### src/rtl/fetch_stage_if.sv
// Instruction-memory request/grant/response port for the fetch stage.
// One outstanding request at a time; the memory returns rvalid/rdata
// some cycles after a granted request.
interface fetch_stage_if;
  logic        req;
  logic [31:0] addr;
  logic        gnt;
  logic        rvalid;
  logic [31:0] rdata;

  modport master (output req, addr, input gnt, rvalid, rdata);
  modport slave  (input req, addr, output gnt, rvalid, rdata);
endinterface

### src/rtl/fetch_stage.sv
// RV32I instruction-fetch stage: owns the fetch PC, the single-outstanding
// instruction-memory port and the IF/ID pipeline register.
// Optional build macro FETCH_PERF_EN adds perf_fetched / perf_bubbles.
module fetch_stage #(
  parameter logic [31:0] RESET_PC  = 32'h0000_0000,
  parameter logic [31:0] NOP_INSTR = 32'h0000_0013
) (
  input  logic        clk,
  input  logic        rst,
  input  logic        stallD,
  input  logic        flushD,
  input  logic        pcselE,
  input  logic [31:0] targetE,
  fetch_stage_if.master imem,
  output logic [31:0] instrD,
  output logic [31:0] pcD,
  output logic [31:0] pc4D,
  output logic        validD,
`ifdef FETCH_PERF_EN
  output logic [31:0] perf_fetched,
  output logic [31:0] perf_bubbles,
`endif
  output logic [31:0] pcF
);

  typedef enum logic [1:0] {S_REQ, S_WAIT, S_HOLD, S_DROP} state_t;

  state_t      state;
  logic [31:0] req_pc;
  logic [31:0] hold_instr;
  logic [31:0] hold_pc;

  logic        resp_ok;
  logic        req;
  logic        grant;
  logic        load_mem;
  logic        load_hold;
  logic        load;
  logic [31:0] load_instr;
  logic [31:0] load_pc;

  // Request is combinational so a response can trigger the next issue in
  // the same cycle (back-to-back fetch at one instruction per cycle).
  always_comb begin
    resp_ok    = (state == S_WAIT) && imem.rvalid;
    req        = (state == S_REQ) || (resp_ok && !stallD);
    grant      = req && imem.gnt;
    load_mem   = resp_ok && !stallD && !pcselE;
    load_hold  = (state == S_HOLD) && !stallD && !pcselE;
    load       = load_mem || load_hold;
    load_instr = load_hold ? hold_instr : imem.rdata;
    load_pc    = load_hold ? hold_pc    : req_pc;
  end

  assign imem.req  = req;
  assign imem.addr = pcF;

  // Fetch PC, outstanding-request bookkeeping, hold buffer and FSM.
  always_ff @(posedge clk) begin
    if (rst) begin
      state      <= S_REQ;
      pcF        <= RESET_PC;
      req_pc     <= 32'h0;
      hold_instr <= 32'h0;
      hold_pc    <= 32'h0;
    end else begin
      if (grant) req_pc <= pcF;

      if (pcselE)     pcF <= targetE;
      else if (grant) pcF <= pcF + 32'd4;

      if (resp_ok && stallD && !pcselE) begin
        hold_instr <= imem.rdata;
        hold_pc    <= req_pc;
      end

      if (pcselE) begin
        // Anything still in flight after this edge belongs to the old path.
        if (grant || ((state == S_WAIT || state == S_DROP) && !imem.rvalid))
          state <= S_DROP;
        else
          state <= S_REQ;
      end else begin
        case (state)
          S_REQ:  state <= grant ? S_WAIT : S_REQ;
          S_WAIT: begin
            if (imem.rvalid) begin
              if (stallD)     state <= S_HOLD;
              else if (grant) state <= S_WAIT;
              else            state <= S_REQ;
            end
          end
          S_HOLD: if (!stallD)     state <= S_REQ;
          S_DROP: if (imem.rvalid) state <= S_REQ;
          default: state <= S_REQ;
        endcase
      end
    end
  end

  // IF/ID register: flush beats stall; an unstalled cycle with nothing to
  // deliver inserts a bubble so decode never sees an instruction twice.
  always_ff @(posedge clk) begin
    if (rst || flushD) begin
      instrD <= NOP_INSTR;
      pcD    <= 32'h0;
      pc4D   <= 32'h0;
      validD <= 1'b0;
    end else if (!stallD) begin
      if (load) begin
        instrD <= load_instr;
        pcD    <= load_pc;
        pc4D   <= load_pc + 32'd4;
        validD <= 1'b1;
      end else begin
        instrD <= NOP_INSTR;
        pcD    <= 32'h0;
        pc4D   <= 32'h0;
        validD <= 1'b0;
      end
    end
  end

`ifdef FETCH_PERF_EN
  // Delivered-instruction and bubble counters, free-running modulo 2^32.
  always_ff @(posedge clk) begin
    if (rst) begin
      perf_fetched <= 32'h0;
      perf_bubbles <= 32'h0;
    end else if (!stallD) begin
      if (load && !flushD) perf_fetched <= perf_fetched + 32'd1;
      else                 perf_bubbles <= perf_bubbles + 32'd1;
    end
  end
`endif

endmodule

### src/flat_wrapper.sv
// flat-port wrapper written by rule: the top's interface ports become plain ports
module fetch_stage_flat 
#(
  parameter logic [31:0] RESET_PC  = 32'h0000_0000,
  parameter logic [31:0] NOP_INSTR = 32'h0000_0013
)
  (clk, rst, stallD, flushD, pcselE, targetE, instrD, pcD, pc4D, validD, pcF, imem_req, imem_addr, imem_gnt, imem_rvalid, imem_rdata);
  fetch_stage_if imem_i ();
  input  logic clk;
  input  logic rst;
  input  logic stallD;
  input  logic flushD;
  input  logic pcselE;
  input  logic [31:0] targetE;
  output logic [31:0] instrD;
  output logic [31:0] pcD;
  output logic [31:0] pc4D;
  output logic validD;
  output logic [31:0] pcF;
  output wire logic [$bits(imem_i.req)-1:0] imem_req;
  output wire logic [$bits(imem_i.addr)-1:0] imem_addr;
  input wire logic [$bits(imem_i.gnt)-1:0] imem_gnt;
  input wire logic [$bits(imem_i.rvalid)-1:0] imem_rvalid;
  input wire logic [$bits(imem_i.rdata)-1:0] imem_rdata;
  assign imem_req = imem_i.req;
  assign imem_addr = imem_i.addr;
  assign imem_i.gnt = imem_gnt;
  assign imem_i.rvalid = imem_rvalid;
  assign imem_i.rdata = imem_rdata;
  fetch_stage #(.RESET_PC(RESET_PC), .NOP_INSTR(NOP_INSTR)) u_core (.clk(clk), .rst(rst), .stallD(stallD), .flushD(flushD), .pcselE(pcselE), .targetE(targetE), .imem(imem_i), .instrD(instrD), .pcD(pcD), .pc4D(pc4D), .validD(validD), .pcF(pcF));
endmodule
### config.mk
export PLATFORM = sky130hd
export DESIGN_NAME = fetch_stage_flat
export DESIGN_NICKNAME = d
export VERILOG_FILES = /design/src/rtl/fetch_stage_if.sv /design/src/rtl/fetch_stage.sv /design/src/flat_wrapper.sv
export SDC_FILE = /design/constraint.sdc
export NUM_CORES = 1
export LEC_CHECK = 0
export BUFFER_PORTS_ARGS = -buffer_cell sky130_fd_sc_hd__buf_4
export CAP_MARGIN = 20
export CELL_PAD_IN_SITES_DETAIL_PLACEMENT = 2
export CELL_PAD_IN_SITES_GLOBAL_PLACEMENT = 2
export CORE_MARGIN = 5
export CORE_UTILIZATION = 28
export DETAILED_ROUTE_END_ITERATION = 10
export GPL_TIMING_DRIVEN = 1
export PLACE_DENSITY_LB_ADDON = 0.12
export SLEW_MARGIN = 20
export SYNTH_ARGS = -nofsm -noshare
export SYNTH_HDL_FRONTEND = slang
export SYNTH_SLANG_ARGS = --single-unit
### constraint.sdc
create_clock -name clk -period 3.3 [get_ports clk]
set_input_delay 0.66 -clock clk [delete_from_list [all_inputs] [get_ports clk]]
set_output_delay 0.66 -clock clk [all_outputs]
set_load 0.1 [all_outputs]
# Yosys cells after proc, flatten, opt, wreduce, memory -nomap -nowiden
# Index checks and enable logic that the tools add are counted.
# classes
eq_ne	6
muxes	16
reduce_logical	20
addsub	2
# op_table
operator	count
two-way mux 32 bit	7
adder 32 x 3 -> 32 bit (second input constant)	2
two-way mux 2 bit	6
logical AND 1 bit	9
inequality test 3 bit (second input constant)	3
case mux 2 bit (4 select lines)	1
logical OR 1 bit	5
equality test 2 bit (second input constant)	2
logical NOT 1 bit	3
AND reduction 3 bit	1
equality test 2 x 1 -> 1 bit (second input constant)	1
logical NOT 2 bit	1
two-way mux 1 bit	2
nonzero test 2 bit	1
# totals
in_bits	71
word_cells	53
ff_bits	227
output_inout_bits	162

# Longest topological paths before layout
# Gate-level depths: netlist of the first run.
# depth
depth_word	10
depth_mapped	13
depth_no_buf	9

# Least setup slack after synthesis of the first run
# Ideal clock, no wire load.
# synth_timing
path_kind	input -> register
startpoint	input stallD
endpoint	register u_core.pc4D[30]
t_arrival_ns	3.532
setup_time_ns	0.064
stages	12
required_ns	3.236
path_slack_ns	-0.296
n_path_buf	3
path_cell_list	nor4b_1 -> clkbuf_1 -> buf_2 -> buf_2 -> mux2i_1 -> inv_1 -> ha_1 -> nand2_1 -> nor4_1 -> a32oi_1 -> or4b_2 -> nand3_1
# synth_via
elab_chain_len	6
elab_cells_between_ends	9
classes_between	add/sub: 1; mux: 2; reduce/logical: 6
# synth_lines
item	line	rtl
start: declaration	flat_wrapper.sv:11	input logic stallD;
logical NOT 1 bit	fetch_stage.sv:48, fetch_stage.sv:49	
logical AND 1 bit (2 in a row)	fetch_stage.sv:49	load_hold = (state == S_HOLD) && !stallD && !pcselE;
two-way mux 32 bit	fetch_stage.sv:52	load_pc = load_hold ? hold_pc : req_pc;
adder 32 x 3 -> 32 bit	fetch_stage.sv:113	pc4D <= load_pc + 32'd4;
two-way mux 32 bit	fetch_stage.sv:110	if (load) begin
end signal: assignment	fetch_stage.sv:113	
end: declaration	fetch_stage.sv:17	output logic [31:0] pc4D,
# Parallel ways exist; a longest one is shown, timed or not.
# A chain may end at the register's enable or synchronous reset.

# Worst setup path in the final report of the first run
# layout_timing
startpoint	register u_core.state[1]
endpoint	register u_core.pc4D[30]
# layout_via
elab_chain_len	6
elab_cells_between_ends	11
classes_between	add/sub: 1; eq/ne: 2; mux: 2; reduce/logical: 6
# layout_lines
item	line	rtl
start: declaration	fetch_stage.sv:28	state_t state;
start signal: assignment	fetch_stage.sv:85	S_REQ: state <= grant ? S_WAIT : S_REQ;
equality test 2 bit / equality test 2 x 1 -> 1 bit (equally long branches)	fetch_stage.sv:49, fetch_stage.sv:45	
logical AND 1 bit (on tied branches)	fetch_stage.sv:49, fetch_stage.sv:45	
logical AND 1 bit (on tied branches)	fetch_stage.sv:49, fetch_stage.sv:48	
two-way mux 32 bit / logical AND 1 bit (equally long branches)	fetch_stage.sv:52, fetch_stage.sv:48	
adder 32 x 3 -> 32 bit / logical OR 1 bit (equally long branches)	fetch_stage.sv:113, fetch_stage.sv:50	
two-way mux 32 bit *	fetch_stage.sv:110	
# Every way passes the cells marked *; elsewhere a longest branch is shown, timed or not.

==> out/results.txt, run 1 <==
Status - completed
Peak Freq - 336 MHz
Antenna cells - 0
Yosys warning total - 0
Met2 usage - 0.300
Cells after synthesis - 1343
Critical Path AT - 3.47 ns
Worst-path clk slew - 0.06 ns
GRT busiest layer - met2
EDFF count, synth - 0
Top-count cell post-synth - nand2_1
Mapped Nets - 1416
Total chip power - 7.17 mW
DR iter-0 viols - 337
WL/cell - 20.4 um
Worst slew pin tran - 0.862 ns
Setup CP Type - flip-flop to flip-flop
Routing usage on met3 - 0.0361
Slew Viols, Final - 0
First-pass GRT wire length - 64.8 mm
I/O pins - 233
Max-Cap Viols - 0
Gr usage total - 0.193
Leak Pwr - 4.97 nW
Clock Path Buffers - 3
Hold_buf cts - 0
Finished Core Util - 0.366
Antenna violations before repair - 0
Setup TNS - 0 ns
Worst Path Required - 3.79 ns
Vias in the first global route - 11054
Area leader, netlist - dfxtp_1
Fin nets - 1592
Area Growth Syn to Fin - 30.0%
GRT overflow - 0
Synthesized area per cell - 7.64 um2
Power per cell area - 537 nW/um2
I/O Buffers - 232
Root Driver - clkbuf_16
Register area share after synthesis - 0.439
Post-synth top area share - 0.439
WL final - 40.9 mm
Share of cells above drive strength 1 - 0.223
Horiz. Die Dim - 201 um
H-tree Lvls - 1
Post-CTS sizing - 0
Die Y - 201 um
Post-CTS Repair Setup Buffers - 0
Mapped cell area - 10300 um2
Rows - 70
Critical Path Start Type - flip-flop
DRC - 0
Unrepaired setup endpoints after global routing - no
Core Box Area - 36400 um2
HP Class - input pin to flip-flop
Post-synthesis cell type count - 59
CTS tree - yes
Placer Congestion - 0.793
Final Cycle Share - 0.903
Via/cell ratio - 5.08
VDD IR max - 351 uV
Fin. Hold Viols - 0
Area contributors post-synth - dfxtp_1 44%, nand2_1 13%, a21oi_1 8.7%
CTS Buf Count - 29
Drt first pass iters - 4
Die area - 40600 um2
Worst Skew - 0.0164 ns
Seq cells post-synth - 225
Hpwl dp - 29.0 mm
Relative slew margins - 0.423
Setup crit end kind - flip-flop
Met1 Use GR - 0.283
Clk_lat worst skew - 0.55 ns
Asr flop ratio synth - 0
Top cells by instance count after synthesis - 354 x nand2_1, 225 x dfxtp_1, 178 x a21oi_1
Largest net degree at the start of global routing - 99
Final ANT Viol Nets - 0
Top FF cell, synth - dfxtp_1
Initial Util - 0.282
Setup violators final - 0
Final min period - 2.98 ns
CTS Sinks - 225
Critical path fanouts, max - 8
Fillers - 4216
Vias post-DR - 10197
==> per-stage QoR <==
step | hold WS (ns) | setup WS (ns) | std cells | cell area (um2)
after global routing | 0.339 | 0.241 | 2006 | 13300
final | 0.364 | 0.321 | 2006 | 13300
after detailed placement | 0.454 | 0.119 | 1956 | 12400
after global placement | 0.442 | 0.176 | 1956 | 12400
after floorplan | 0.437 | 0.0681 | 1343 | 10300
after CTS | 0.332 | 0.418 | 2006 | 13300
==> critical path, stage by stage (launching register included) <==
cell and delay [ns]:
dfxtp_1 0.49, nor4b_4 0.46, mux2i_1 0.19, inv_1 0.11
ha_1 0.26, nand2_1 0.08, nor4_1 0.24, a32oi_1 0.27
or4b_2 0.73, nand3_1 0.11
==> area by class of cell <==
type,count,area (um2),area share
timing repair buffer,271,2080,0.156
inverter,11,41.3,0.00309
multi-input combinational,981,5140,0.386
tap,468,586,0.0439
clock buffer,42,845,0.0633
sequential,225,4500,0.338
clock inverter,8,140,0.0105
==> layer usage <==
metal,share of wire,wire length (um),up-vias
li1,-,-,4948
met1,0.50,20600,5017
met2,0.44,17800,191
met3,0.044,1810,41
met4,0.018,723,0
met5,0,0,-
==> power by group <==
part           total (mW)  internal [mW]  switching (mW)
combinational       0.998          0.242           0.756
sequential           2.88           2.78           0.102
clock                3.30           2.06            1.23
total                7.17           5.08            2.09
==> logic make-up after synthesis <==
family / count (synthesis) / synth area share
xor gates and xnor gates: 36 / 0.0307
DFF: 225 / 0.439
AOI/OAI and AO/OA: 300 / 0.174
buffers and inverters: 137 / 0.0638
muxes: 32 / 0.0327
adders and majority gates: 2 / 0.00244
and+or+nand+nor: 611 / 0.257
==> registers in the layout, indices dropped and copies added, names as in the netlist <==
signal	count
u_core.req_pc	32
u_core.hold_pc	32
u_core.imem.addr	32
u_core.pc4D	32
u_core.pcD	30
u_core.instrD	32
u_core.hold_instr	32
u_core.validD	1
u_core.state	2
==> final timing paths <==
check	startpoint	end	slack (ns)	depth (start not counted)
min reg2reg	u_core.hold_instr[31]$_SDFFE_PP0P_	u_core.hold_instr[31]$_SDFFE_PP0P_	0.46	2
max reg2reg	u_core.state[1]$_SDFFE_PP0P_	u_core.pc4D[30]$_SDFFE_PP0N_	0.32	9
min	targetE[29]	u_core.imem.addr[29]$_SDFFE_PP0N_	0.36	3
max	u_core.state[1]$_SDFFE_PP0P_	u_core.pc4D[30]$_SDFFE_PP0N_	0.32	9
==> placed cells by master, fill, tap and decap left out, types with 5 or more instances in the layout <==
master | netlist | routed
clkbuf_8 | 0 | 7
clkbuf_16 | 0 | 29
xor2_1 | 7 | 7
o211ai_1 | 6 | 6
dfxtp_1 | 225 | 225
and3_1 | 8 | 7
mux2_2 | 12 | 12
clkbuf_1 | 80 | 6
a31o_2 | 5 | 5
or3_1 | 9 | 9
mux2i_1 | 20 | 20
a311oi_1 | 5 | 5
a21oi_1 | 178 | 178
and2_1 | 8 | 8
inv_1 | 11 | 10
nor2_1 | 111 | 111
nor3_1 | 12 | 12
buf_4 | 34 | 267
o21ai_0 | 24 | 24
or4_1 | 6 | 6
and4_1 | 8 | 8
a32o_1 | 6 | 6
nand3_1 | 40 | 39
nand2_1 | 354 | 354
nor4_1 | 24 | 24
a211oi_1 | 22 | 22
nand4_1 | 16 | 16
xnor2_1 | 29 | 29
a22oi_1 | 22 | 22
No activity file was read; power rests on OpenSTA's default activity.
==> run 2: changes to the inputs <==
- CORE_UTILIZATION: 28 -> 31
- clock period: 3.3 -> 3.31 ns (I/O delays scaled with it)
==> run 2 against run 1 <==
Worst hold slack worse by 0.0082 ns. First-iteration DRC count grew 22%. Cell count down 1.4%. Critical path depth fell by 3. Critical path type unchanged. Critical endpoint is now u_core.pc4D[21]$_SDFFE_PP0N_.
==> out/results.txt, run 2 (synthesis results as in run 1) <==
Critical path's slowest cell - or4b_2 (unchanged)
Worst slew pin tran - 0.975 ns (was 0.862 ns)
Final Non-Filler Cells - 1977 (was 2006)
Worst-path cell chain - or4b_2, or4_4, a222oi_1, buf_4, a21oi_1, o31ai_1 (was nor4b_4, mux2i_1, inv_1, ha_1, nand2_1, nor4_1, a32oi_1, or4b_2, nand3_1)
GRT busiest layer - met2 (unchanged)
I/O pins - 233 (unchanged)
Antenna cells - 0 (unchanged)
Hold_ws - 0.356 ns (was 0.364 ns)
First-pass GRT wire length - 61.3 mm (was 64.8 mm)
Leading cell type in the layout, fill and taps excluded - nand2_1 (unchanged)
CTS Sinks - 225 (unchanged)
VDD IR max - 340 uV (was 351 uV)
Met1 Use GR - 0.303 (was 0.283)
Drt first pass iters - 4 (unchanged)
Die area - 36800 um2 (was 40600 um2)
Commonest cells after routing, fill and taps aside - 354 x nand2_1, 266 x buf_4, 225 x dfxtp_1 (was 354 x nand2_1, 267 x buf_4, 225 x dfxtp_1)
Placed Cells - 1925 (was 1956)
Die Y - 192 um (was 201 um)
Setup CP Type - flip-flop to flip-flop (unchanged)
DRC - 0 (unchanged)
Post-CTS Repair Setup Buffers - 0 (unchanged)
Status - completed (unchanged)
Final min period - 2.81 ns (was 2.98 ns)
Unrepaired setup endpoints after global routing - no (unchanged)
WL/cell - 19.6 um (was 20.4 um)
Vias in the first global route - 10790 (was 11054)
Setup crit end kind - flip-flop (unchanged)
Max-Cap Viols - 0 (unchanged)
CTS tree - yes (unchanged)
Worst Path Required - 3.76 ns (was 3.79 ns)
Area Growth Syn to Fin - 28.2% (was 30.0%)
Clk_lat worst skew - 0.54 ns (was 0.55 ns)
Gr usage total - 0.205 (was 0.193)
Worst Skew - 0.0149 ns (was 0.0164 ns)
Reg2reg end - u_core.pc4D[21]$_SDFFE_PP0N_ (was u_core.pc4D[30]$_SDFFE_PP0N_)
Horiz. Die Dim - 192 um (was 201 um)
Reg2reg start - u_core.state[0]$_SDFFE_PP0P_ (was u_core.state[1]$_SDFFE_PP0P_)
Routing usage on met3 - 0.0318 (was 0.0361)
Post-CTS sizing - 0 (unchanged)
Cell family with most CP delay - simple AND/OR/NAND/NOR gates (unchanged)
CTS Buf Count - 28 (was 29)
Final Cycle Share - 0.849 (was 0.903)
Worst-case hold path end point - u_core.imem.addr[29]$_SDFFE_PP0N_ (unchanged)
GRT overflow - 0 (unchanged)
Initial Util - 0.315 (was 0.282)
HP Class - input pin to flip-flop (unchanged)
Relative slew margins - 0.350 (was 0.423)
Hold path depth - 3 (unchanged)
Slew Viols, Final - 0 (unchanged)
Fin nets - 1586 (was 1592)
Share of cells above drive strength 1 - 0.223 (about the same)
Met2 usage - 0.319 (was 0.300)
Root Driver - clkbuf_16 (unchanged)
Leak Pwr - 4.89 nW (was 4.97 nW)
Antenna violations before repair - 0 (unchanged)
DR iter-0 viols - 412 (was 337)
Power per cell area - 522 nW/um2 (was 537 nW/um2)
Core Box Area - 32600 um2 (was 36400 um2)
Setup TNS - 0 ns (unchanged)
Critical Path Start Type - flip-flop (unchanged)
Final ANT Viol Nets - 0 (unchanged)
Placer Congestion - 0.798 (was 0.793)
Largest net degree at the start of global routing - 88 (was 99)
Rows - 66 (was 70)
Clock Path Buffers - 3 (unchanged)
H-tree Lvls - 1 (unchanged)
I/O Buffers - 232 (unchanged)
WL final - 38.8 mm (was 40.9 mm)
Worst Min Path Start - targetE[29] (unchanged)
Worst-path clk slew - 0.06 ns (about the same)
Via/cell ratio - 5.22 (was 5.08)
CP Buf/Inv Count - 1 (unchanged)
Hpwl dp - 27.9 mm (was 29.0 mm)
Peak Freq - 356 MHz (was 336 MHz)
Reg2reg setup slack - 0.50 ns (was 0.32 ns)
Vias post-DR - 10316 (was 10197)
Total chip power - 6.86 mW (was 7.17 mW)
R2r worst-path depth - 6 (was 9)
Fin. Hold Viols - 0 (unchanged)
Largest stage delay, worst path - 0.79 ns (was 0.73 ns)
Critical path fanouts, max - 9 (was 8)
Hold_buf cts - 0 (unchanged)
Setup violators final - 0 (unchanged)
Critical Path AT - 3.26 ns (was 3.47 ns)
## run 2: cell count changes in the layout (fill, tap and decap cells not counted), sizes merged
cell and change:
buf -5, bufinv -3, clkbuf -5, clkinv +9, clkinvlp +2, inv -1
## run 2: power breakdown
part / total (mW) / switching [mW] / leakage [nW] / internal (mW)
logic: 0.980 / 0.745 / 2.61 / 0.235
clock network: 3.01 / 1.23 / 0.458 / 1.78
registers: 2.87 / 0.101 / 1.82 / 2.77
## run 2: layer usage
layer  wire length, um  up-vias  share of wire
li1                  -     4954              -
met1             19400     5112           0.50
met2             17200      212           0.44
met3              1800       38          0.046
met4               482        0          0.012
met5                 0        -              0
## run 2: worst register-to-register path, delay by kind of cell (launching register included)
family	cells	cell delay (ns)
and+or+nand+nor	2	1.41
AOI/OAI and AO/OA	3	0.67
DFF	1	0.44
buffers and inverters	1	0.20
## run 2: worst max-delay path by stage
stage | from | end | cells past startpoint
after global routing | u_core.state[1]$_SDFFE_PP0P_ | u_core.pc4D[21]$_SDFFE_PP0N_ | 6
final | u_core.state[0]$_SDFFE_PP0P_ | u_core.pc4D[21]$_SDFFE_PP0N_ | 6
after CTS | u_core.state[0]$_SDFFE_PP0P_ | u_core.pc4D[30]$_SDFFE_PP0N_ | 5
after detailed placement | stallD | u_core.pc4D[30]$_SDFFE_PP0N_ | 6
after global placement | stallD | u_core.pc4D[30]$_SDFFE_PP0N_ | 6
after floorplan | stallD | u_core.pc4D[30]$_SDFFE_PP0N_ | 12
## run 2: layout make-up
| cell class | instances | area [um2] |
|---|---|---|
| repair buffers | 266 | 2000 |
| clock buffers | 37 | 806 |
| inverters | 11 | 41.3 |
| clock inverters | 15 | 105 |
| fillers | 3782 | 19500 |
| multi-input cells | 981 | 5150 |
| flip-flops and latches | 225 | 4500 |
| well taps | 442 | 553 |
## run 2: through the flow
stage / instance area [um2] / setup WS (ns) / utilization
after floorplan: 10300 / 0.0761 / -
after global placement: 12200 / 0.189 / 0.375
after detailed placement: 12200 / 0.119 / 0.375
after CTS: 13200 / 0.508 / 0.403
after global routing: 13200 / 0.325 / 0.403
final: 13200 / 0.501 / 0.403
